**src/rtl/mul_seq_pkg.sv**
```systemverilog
// Shared types and helpers for the sequential shift-and-add multiplier.
package mul_seq_pkg;

    typedef enum logic [1:0] {
        S_IDLE = 2'b00,
        S_RUN  = 2'b01,
        S_DONE = 2'b10
    } mul_state_t;

    // Width of an iteration counter that must hold the value WIDTH itself.
    function automatic int cnt_w(input int width);
        return $clog2(width + 1);
    endfunction

endpackage

```
**src/rtl/mul_seq_ctrl_adderche.sv**
```systemverilog
// Plain ripple-style W-bit adder with carry-in (the shared ALU adder block).
// Callers size W one bit wider than their operands so the carry lands in sum.
module adderche #(
    parameter int W = 9
) (
    input  logic [W-1:0] a,
    input  logic [W-1:0] b,
    input  logic         cin,
    output logic [W-1:0] sum
);

    assign sum = a + b + {{(W-1){1'b0}}, cin};

endmodule

```
**src/rtl/mul_seq_ctrl.sv**
```systemverilog
// Multicycle unsigned shift-and-add multiplier controller.
// One iteration per clock through a single shared WIDTH+1-bit adder; the
// running product lives in {acc_hi, mplr} and shifts right each iteration.
module mul_seq_ctrl
    import mul_seq_pkg::*;
#(
    parameter int WIDTH = 8
) (
    input  logic               clk,
    input  logic               reset_n,
    input  logic               start,
    input  logic [WIDTH-1:0]   a,
    input  logic [WIDTH-1:0]   b,
    output logic               busy,
    output logic               done,
    output logic [2*WIDTH-1:0] product
);

    localparam int CW = cnt_w(WIDTH);

    mul_state_t       state;
    mul_state_t       state_nxt;
    logic [WIDTH-1:0] mcand;
    logic [WIDTH-1:0] acc_hi;
    logic [WIDTH-1:0] mplr;
    logic [CW-1:0]    count;

    logic [WIDTH:0]   add_a;
    logic [WIDTH:0]   add_b;
    logic [WIDTH:0]   sum;
    logic             last_iter;

    // Operand gate stays here: add the multiplicand only when the current
    // multiplier LSB is set. The extra top bit keeps the carry.
    assign add_a     = {1'b0, acc_hi};
    assign add_b     = mplr[0] ? {1'b0, mcand} : '0;
    assign last_iter = (count == CW'(1));

    adderche #(
        .W (WIDTH + 1)
    ) u_add (
        .a   (add_a),
        .b   (add_b),
        .cin (1'b0),
        .sum (sum)
    );

    // Next-state logic: IDLE -> RUN on start, RUN -> DONE after last iteration, DONE -> IDLE.
    always_comb begin
        state_nxt = state;
        case (state)
            S_IDLE:  if (start) state_nxt = S_RUN;
            S_RUN:   if (last_iter) state_nxt = S_DONE;
            S_DONE:  state_nxt = S_IDLE;
            default: state_nxt = S_IDLE;
        endcase
    end

    // State and datapath registers; reset discards any operation in flight.
    always_ff @(posedge clk or negedge reset_n) begin
        if (!reset_n) begin
            state   <= S_IDLE;
            mcand   <= '0;
            acc_hi  <= '0;
            mplr    <= '0;
            count   <= '0;
            product <= '0;
        end else begin
            state <= state_nxt;
            case (state)
                S_IDLE: begin
                    if (start) begin
                        mcand  <= a;
                        mplr   <= b;
                        acc_hi <= '0;
                        count  <= CW'(WIDTH);
                    end
                end
                S_RUN: begin
                    // 2*WIDTH+1-bit right shift of {sum, mplr}: the adder
                    // carry becomes the new MSB, mplr LSB falls off.
                    acc_hi <= sum[WIDTH:1];
                    mplr   <= {sum[0], mplr[WIDTH-1:1]};
                    count  <= count - CW'(1);
                    if (last_iter) begin
                        product <= {sum, mplr[WIDTH-1:1]};
                    end
                end
                default: ;
            endcase
        end
    end

    assign busy = (state == S_RUN);
    assign done = (state == S_DONE);

endmodule
```
**config.mk**
```make
export PLATFORM = sky130hd
export DESIGN_NAME = mul_seq_ctrl
export DESIGN_NICKNAME = d
export VERILOG_FILES = /design/src/rtl/mul_seq_pkg.sv /design/src/rtl/mul_seq_ctrl_adderche.sv /design/src/rtl/mul_seq_ctrl.sv
export SDC_FILE = /design/constraint.sdc
export NUM_CORES = 1
export LEC_CHECK = 0
export ABC_CLOCK_PERIOD_IN_PS = 3400
export CAP_MARGIN = 20
export CORE_UTILIZATION = 57
export DETAILED_ROUTE_END_ITERATION = 16
export PLACE_DENSITY = 0.91
export SETUP_SLACK_MARGIN = 0.3
export SLEW_MARGIN = 5
export SYNTH_ARGS = -nofsm -noshare
export SYNTH_HDL_FRONTEND = slang
export SYNTH_SLANG_ARGS = --single-unit
```
**constraint.sdc**
```tcl
create_clock -name clk -period 3.4 [get_ports clk]
set_input_delay 0.34 -clock clk [delete_from_list [all_inputs] [get_ports clk]]
set_output_delay 0.34 -clock clk [all_outputs]
set_load 0.01 [all_outputs]
```
After elaboration in Yosys (flattened, before gate mapping)
Index checks and enable logic that the tools add are counted.
{"block": "op_classes", "add_sub_neg": 2, "n_eq_ne": 5, "muxes": 10, "reduce_logical": 6}
{"operator": "8-bit case mux with 2 select lines", "count": 2}
{"operator": "8-bit 2-to-1 mux", "count": 3}
{"operator": "8-bit by 8-bit adder with 9-bit output", "count": 1}
{"operator": "4-bit case mux with 2 select lines", "count": 1}
{"operator": "2-bit AND reduction", "count": 4}
{"operator": "4-bit by 1-bit equality test with 1-bit output (second input constant)", "count": 1}
{"operator": "2-bit 2-to-1 mux", "count": 2}
{"operator": "4-bit 2-to-1 mux", "count": 1}
{"operator": "2-bit case mux with 2 select lines", "count": 1}
{"operator": "4-bit by 1-bit subtractor with 4-bit output (second input constant)", "count": 1}
{"operator": "2-bit by 1-bit equality test with 1-bit output (second input constant)", "count": 1}
{"operator": "2-bit equality test (second input constant)", "count": 1}
{"operator": "2-bit logical NOT", "count": 1}
{"operator": "2-bit by 1-bit inequality test with 1-bit output (second input constant)", "count": 1}
{"operator": "2-bit inequality test (second input constant)", "count": 1}
{"operator": "2-bit nonzero test", "count": 1}
{"block": "word_totals", "register_bits": 46, "out_inout_bits": 18}

Longest topological paths before layout
Gate-level depths: netlist of run 1.
{"block": "logic_depth", "depth_word": 3, "ltp_mapped": 8}

Modules after synthesis
A second synthesis of run 1 with hierarchy kept.
{"block": "unflattened", "hier_cells": 198, "hier_area_um2": 2289.7}
{"module": "mul_seq_ctrl", "n_inst": 1, "cells_per_inst": 157, "area_each_um2": 1936.9, "seq_area_each_um2": 1151.1}
{"module": "adderche", "n_inst": 1, "cells_per_inst": 41, "area_each_um2": 352.8, "seq_area_each_um2": 0.0}

Worst setup path before layout of run 1
Ideal clock, no wire load.
{"block": "synth_path", "path_type": "register to register", "from": "register mplr[0]", "to": "register product[13]", "t_arrival_ns": 1.944, "t_required_ns": 3.275, "slack_ns": 1.331, "path_stages_with_launch": 8, "path_buffers": 0, "synth_period_minus_slack_ns": 2.069, "path_cell_list": "dfrtp_1 -> and2_1 -> ha_1 -> fa_1 -> a21o_1 -> a221oi_4 -> xnor2_1 -> mux2_4"}
{"block": "synth_via", "elab_chain_cells": 2}
{"element": "start, declared", "line": "mul_seq_ctrl.sv:25", "source": "logic [WIDTH-1:0] mplr;"}
{"element": "start signal, assigned", "line": "mul_seq_ctrl.sv:83", "source": "mplr <= {sum[0], mplr[WIDTH-1:1]};"}
{"element": "8-bit 2-to-1 mux", "line": "mul_seq_ctrl.sv:36", "source": "assign add_b = mplr[0] ? {1'b0, mcand} : '0;"}
{"element": "8-bit by 8-bit adder with 9-bit output", "line": "mul_seq_ctrl_adderche.sv:12", "source": "assign sum = a + b + {{(W-1){1'b0}}, cin};"}
{"element": "end signal, assigned", "line": "mul_seq_ctrl.sv:86", "source": "product <= {sum, mplr[WIDTH-1:1]};"}
{"element": "end, declared", "line": "mul_seq_ctrl.sv:16", "source": "output logic [2*WIDTH-1:0] product"}
Every way passes these cells.
A chain may end at the register's enable or synchronous reset.

Final worst setup path of run 1
{"block": "layout_path", "from": "register state[0]", "to": "register product[10]"}
{"block": "layout_via", "elab_chain_cells": 2}
{"element": "start, declared", "line": "mul_seq_ctrl.sv:21", "source": "mul_state_t state;"}
{"element": "start signal, assigned", "line": "mul_seq_ctrl.sv:69", "source": "state <= state_nxt;"}
{"element": "2-bit by 1-bit equality test with 1-bit output", "line": "mul_seq_ctrl.sv:70", "source": "case (state)"}
{"element": "2-bit AND reduction (no line)"}
Every way passes these cells.

==> impl_metrics.json, run 1 <==
{
  "holdBufCountCts": 0,
  "synth_enable_flop_cells": 0,
  "drtAntennaViolNets": 0,
  "power.internal_mw": 1.52,
  "async_reset_ff_share_pct": 100,
  "grt.total_usage_pct": 24.2,
  "r2r_slack_ns": 1.03,
  "gp_congestion": 0.986,
  "ios": 37,
  "crit_type": "flop to flop",
  "leakage_nw": 1.28,
  "cts_buffers": 5,
  "hold_path_class": "input port to asynchronous set/reset pin",
  "pwr-share-comb_pct": 43.7,
  "power_density_mw_per_mm2": 889,
  "start_util_pct": 60.5,
  "rsz0062_at_grt": "false",
  "hold_viol": 0,
  "ys_types": 42,
  "fillers": 264,
  "setup_viol": 0,
  "die_h_um": 64.8,
  "syn_avg_cell_area_um2": 10.6,
  "yosysSeqAreaShare_pct": 51.2,
  "multi_input_area_mm2": 0.00104,
  "maxCapViolations": 0,
  "endpoint": "product[10]",
  "ys_ff_latch": 46,
  "clock_path_buffers": 2,
  "status": "finished, final reports clean",
  "grt_overflow": 0,
  "p_sw_uw": 907,
  "layout_common_cells": "46 x dfrtp_1, 42 x nand2_1, 35 x clkdlybuf4s50_1",
  "vias_per_cell": 5.84,
  "dr_total_vias": 1735,
  "htreeDepth": 2,
  "fin_nets": 278,
  "die_w_um": 64.8,
  "port_buffers": 36,
  "cts_root_buf": "clkbuf_8",
  "min_period_ns": 2.37,
  "worst_pin_slew_ns": 0.961,
  "worstPathArrival_ns": 2.56,
  "die-area_mm2": 0.00420,
  "r2r-start": "state[0]",
  "drv_slew": 0,
  "clock_power_share_pct": 15.7,
  "post_cts_resized": 0,
  "antenna_cells": 0,
  "peakVddDrop_v": 0.000515,
  "cp_max_fo": 19,
  "max_slew_margin_pct": 35.9,
  "swShare_pct": 37.4,
  "post-route-period-util_pct": 69.7,
  "dr.pass1.iters": 4,
  "syn-cell-area_mm2": 0.00225,
  "dpl.hpwl_um": 3160,
  "regArea_mm2": 0.00115,
  "synth_ff_type": "dfrtp_1",
  "crit_path_end_kind": "flop",
  "postCtsSetupBuffers": 0,
  "fin_skew_ns": 0.00214,
  "tritoncts": "built",
  "startpoint": "state[0]",
  "num_rows": 22,
  "syn_nets": 243,
  "area_delta_synth_final_pct": 21.6,
  "power_frac_seq_pct": 40.6,
  "numClockSinks": 46,
  "required_ns": 3.59,
  "grt_pass1_wl_um": 7620,
  "startpoint_type": "flop",
  "antenna_found_initial": 0,
  "wl_per_cell_um": 14.8,
  "ys_warn_count": 0,
  "drt_iter0_markers": 151,
  "grt_max_degree": 47,
  "mostFrequentLayoutCell": "dfrtp_1",
  "drc": 0,
  "clock_latency_ns": 0.30,
  "drive_above_1_share_pct": 10.4,
  "grt_pass1_vias": 1637,
  "reg2regPathDepth": 5,
  "detail_route.wirelength_um": 4380,
  "path_clk_slew_ns": 0.08,
  "fmax_mhz": 422,
  "syn_inst": 213,
  "core_area_mm2": 0.00372,
  "whs_ns": 0.184,
  "timing.rr.end": "product[10]",
  "fin_tns_setup_ns": 0
}
==> per-stage QoR <==
step | instance area (um2) | utilization (%) | cells | setup WS, ns | total power [mW]
5_1_grt | 2730 | 73.6 | 297 | 0.862 | 2.61
6_report | 2730 | 73.6 | 297 | 1.03 | 2.43
4_1_cts | 2730 | 73.6 | 297 | 1.05 | 2.43
3_5_place_dp | 2620 | 70.6 | 289 | 1.00 | 2.04
2_1_floorplan | 2250 | - | 213 | 1.33 | 1.67
3_3_place_gp | 2620 | 70.6 | 289 | 1.02 | 2.00
==> routing by layer <==
layer	global-route usage, %	vias up	part of all wire, %
met5	0	-	0
met4	9.17	0	1.7
met3	5.46	5	6.6
met2	35.5	60	45
met1	34.8	851	46
li1	-	819	-
==> power groups by stage <==
stage | Clock [mW] | Sequential [mW] | Combinational, mW
floorplan | 0 | 0.958 | 0.712
detailed placement | 0 | 0.991 | 1.05
global route | 0.410 | 1.02 | 1.18
finish | 0.382 | 0.986 | 1.06
global placement | 0 | 0.981 | 1.02
CTS | 0.391 | 0.981 | 1.06
==> final cells by class <==
cell class              count  area share, %
inverters                   5          0.686
clock buffers               8           4.03
well taps                  48           2.20
multi-input cells         154           38.0
flip-flops and latches     46           42.1
repair buffers             36           13.0
==> worst min-delay path by stage <==
stage                             to  slack [ns]  cells past startpoint
final                       state[0]        0.18                      1
after global routing         mplr[3]        0.27                      1
after CTS                   state[0]        0.23                      1
after detailed placement  product[6]        0.46                      2
after global placement    product[7]        0.46                      2
after floorplan            acc_hi[0]        0.04                      0
==> worst max-delay path, cell delays in order (launching register included) <==
cell and delay, ns:
dfrtp_1 0.58, nand2b_1 0.22, inv_2 0.31, nand2_2 0.28, inv_1 0.47, mux2_2 0.40
==> cell usage after synthesis, types with 2 or more instances <==
master / number / area, um2
ha_1: 10 / 125
nor2b_1: 8 / 50.1
and2b_1: 2 / 15.0
buf_4: 2 / 15.0
nand4_1: 2 / 12.5
a21o_1: 3 / 22.5
dfrtp_1: 46 / 1150
a21oi_1: 12 / 60.1
a22o_1: 3 / 26.3
a31oi_1: 2 / 12.5
nand3_1: 3 / 15.0
xnor2_1: 3 / 26.3
clkbuf_1: 3 / 11.3
o31ai_1: 2 / 15.0
mux2_2: 10 / 113
a211o_1: 3 / 26.3
nor3_1: 2 / 10.0
and2_1: 8 / 50.1
inv_1: 4 / 15.0
a22oi_1: 8 / 60.1
nand2_1: 42 / 158
o21ai_0: 15 / 75.1
==> sequential cells by signal, indices dropped and copies added (netlist names) <==
| signal | count |
|---|---|
| acc_hi | 8 |
| count | 4 |
| mcand | 8 |
| mplr | 8 |
| product | 16 |
| state | 2 |
==> logic make-up (layout without fill, tap and decap cells) <==
kind of cell	after synthesis	after routing	share of synthesized area [%]
AND/OR/NAND/NOR	73	73	15.7
AO/OA/AOI/OAI	54	54	16.3
flip-flops	46	46	51.2
buffers and inverters	13	49	2.61
multiplexers	12	12	6.12
adder cells (fa/ha/maj)	11	11	6.46
XOR/XNOR	4	4	1.56
Note: power is estimated with default switching activity, not from simulation.
==> run 2, diff against run 1 <==
--- a/config.mk
+++ b/config.mk
@@ -5,11 +5,11 @@
 export SDC_FILE = /design/constraint.sdc
 export NUM_CORES = 1
 export LEC_CHECK = 0
-export ABC_CLOCK_PERIOD_IN_PS = 3400
+export ABC_CLOCK_PERIOD_IN_PS = 2400
 export CAP_MARGIN = 20
-export CORE_UTILIZATION = 57
+export CORE_UTILIZATION = 53
 export DETAILED_ROUTE_END_ITERATION = 16
-export PLACE_DENSITY = 0.91
+export PLACE_DENSITY = 0.85
 export SETUP_SLACK_MARGIN = 0.3
 export SLEW_MARGIN = 5
 export SYNTH_ARGS = -nofsm -noshare
==> constraint.sdc (replaced) <==
create_clock -name clk -period 2.4 [get_ports clk]
set_input_delay 0.24 -clock clk [delete_from_list [all_inputs] [get_ports clk]]
set_output_delay 0.24 -clock clk [all_outputs]
set_load 0.01 [all_outputs]
==> run 2 against run 1 <==
Net effect:
- global-route usage decreased by 1.0 points
- clock power increased by 83%
- flip-flop and latch count unchanged
- register-to-register slack got worse by 0.75 ns
- highest routed layer unchanged
- final cell count increased by 4.7%
- non-clock buffer count increased by 12
- first-iteration DRC count decreased by 26%
==> impl_metrics.json, run 2 (synthesized netlist as in run 1, its figures left out) <==
{
  "status": "finished, final reports clean",
  "wl_per_cell_um": 15.8,
  "startpoint": "mcand[0]",
  "routed-wl-met2_um": 2420,
  "required_ns": 2.58,
  "fin_skew_ns": 0.00583,
  "drt-met1-wl_um": 2180,
  "ios": 37,
  "port_buffers": 36,
  "dpl-instance-area_mm2": 0.00268,
  "r2r_slack_ns": 0.28,
  "reg2regPathDepth": 8,
  "wl_met3_um": 219,
  "rsz0062_at_grt": "true",
  "tritoncts": "built",
  "setup_viol": 0,
  "dpl.hpwl_um": 3180,
  "power_density_mw_per_mm2": 1300,
  "detail_route.wirelength_um": 4900,
  "fmax_mhz": 472,
  "power_mw": 3.76,
  "drive_above_1_share_pct": 16.1,
  "worstPathArrival_ns": 2.30,
  "drv_slew": 0,
  "grt_overflow": 0,
  "min_period_ns": 2.12,
  "antenna_found_initial": 0,
  "vias_per_cell": 5.62,
  "numClockSinks": 46,
  "timing.rr.end": "acc_hi[7]",
  "layout_common_cells": "46 x dfrtp_1, 42 x nand2_1, 35 x clkdlybuf4s50_1",
  "final_cell_area_mm2": 0.00290,
  "maxCapViolations": 0,
  "die-area_mm2": 0.00451,
  "dr_total_vias": 1747,
  "cts_root_buf": "clkbuf_8",
  "endpoint": "acc_hi[7]",
  "fillers": 293,
  "clock_latency_ns": 0.30,
  "gp_congestion": 0.858,
  "grt.total_usage_pct": 23.1,
  "dr.pass1.iters": 4,
  "regMostFlops": "product",
  "largest_register_ffs": 16,
  "drtAntennaViolNets": 0,
  "placed_cells": 298,
  "hold_path_class": "input port to asynchronous set/reset pin",
  "cts_buffers": 5,
  "crit_type": "flop to flop",
  "hold_viol": 0,
  "die_w_um": 67.1,
  "startpoint_type": "flop",
  "path_clk_slew_ns": 0.08,
  "grt_pass1_wl_um": 7460,
  "worst_pin_slew_ns": 0.414,
  "core_area_mm2": 0.00403,
  "htreeDepth": 2,
  "drt_iter0_markers": 111,
  "clock_path_buffers": 2,
  "dr.max_layer_used": "met4",
  "num_rows": 23,
  "crit_path_end_kind": "flop",
  "max_slew_margin_pct": 72.4,
  "die_h_um": 67.1,
  "fin_tns_setup_ns": 0,
  "grt_pass1_vias": 1559,
  "fin_nets": 290,
  "drc": 0,
  "start_util_pct": 55.8,
  "instances_no_fill": 311,
  "peakVddDrop_v": 0.000767,
  "post-route-period-util_pct": 88.2,
  "antenna_cells": 0,
  "leakage_nw": 1.35,
  "r2r-start": "mcand[0]",
  "grt_max_degree": 47,
  "cp_max_fo": 2,
  "area_delta_synth_final_pct": 29.2,
  "mostFrequentLayoutCell": "dfrtp_1"
}
-- run 2: cell count changes in the layout (fill, tap and decap cells not counted), sizes merged --
cell / previous run / this run
bufinv: 0 / 2
buf: 1 / 12
clkbuf: 8 / 6
dlygate4sd3: 0 / 1
-- run 2: per-layer routing --
metal	up-vias	GRT usage, %
met3	9	7.09
met4	0	9.31
met2	43	34.5
met1	851	31.4
li1	844	-
met5	-	0
-- run 2: worst min path at each step --
stage	to	slack (ns)
floorplan	acc_hi[0]	-0.06
global placement	count[3]	0.45
detailed placement	count[3]	0.46
CTS	mplr[3]	0.13
global route	count[3]	0.31
finish	count[3]	0.29
-- run 2: cell type report --
cell class                      instances  area, um2  share of cell area, %
Multi-Input combinational cell        154       1070                   36.7
Tap cell                               50       62.6                   2.15
Clock inverter                          2       60.1                   2.07
Sequential cell                        46       1150                   39.6
Inverter                                5       21.3                  0.732
Timing Repair Buffer                   48        460                   15.9
Clock buffer                            6       82.6                   2.84
-- run 2: per-stage QoR --
step	utilization (%)	hold WS (ns)	setup slack (ns)
finish	72.1	0.290	0.283
global placement	66.5	0.452	0.254
CTS	70.3	0.132	0.268
floorplan	-	-0.0556	0.331
detailed placement	66.5	0.459	0.195
global route	72.1	0.309	0.175
-- run 2: timing repair --
item,CTS,global route
endpoints found under the setup margin,4,4
pin swaps,0,4
hold buffers,0,1
setup buffers,1,2
hold endpoints to repair,0,5
gates resized for setup,1,6
-- run 2: power by group --
group	internal [mW]	switching, mW	leakage (nW)
Combinational	0.843	0.866	0.704
Sequential	1.12	0.233	0.577
Clock	0.444	0.257	0.0714
-- run 2: critical path, cell delays in order (launching register included) --
cell and delay [ns]:
dfrtp_1 0.38, and2_1 0.16, ha_2 0.18, fa_2 0.36, a21o_1 0.22, a221oi_4 0.32
buf_4 0.16, o21ba_2 0.13, o21ai_0 0.09
==> run 3, diff against run 2 <==
--- a/config.mk
+++ b/config.mk
@@ -7,6 +7,7 @@
 export LEC_CHECK = 0
 export ABC_CLOCK_PERIOD_IN_PS = 2400
 export CAP_MARGIN = 20
+export CORE_MARGIN = 1
 export CORE_UTILIZATION = 53
 export DETAILED_ROUTE_END_ITERATION = 16
 export PLACE_DENSITY = 0.85
==> results of run 3 <==
Final layout, timing and power as in run 2 (identical DEF).
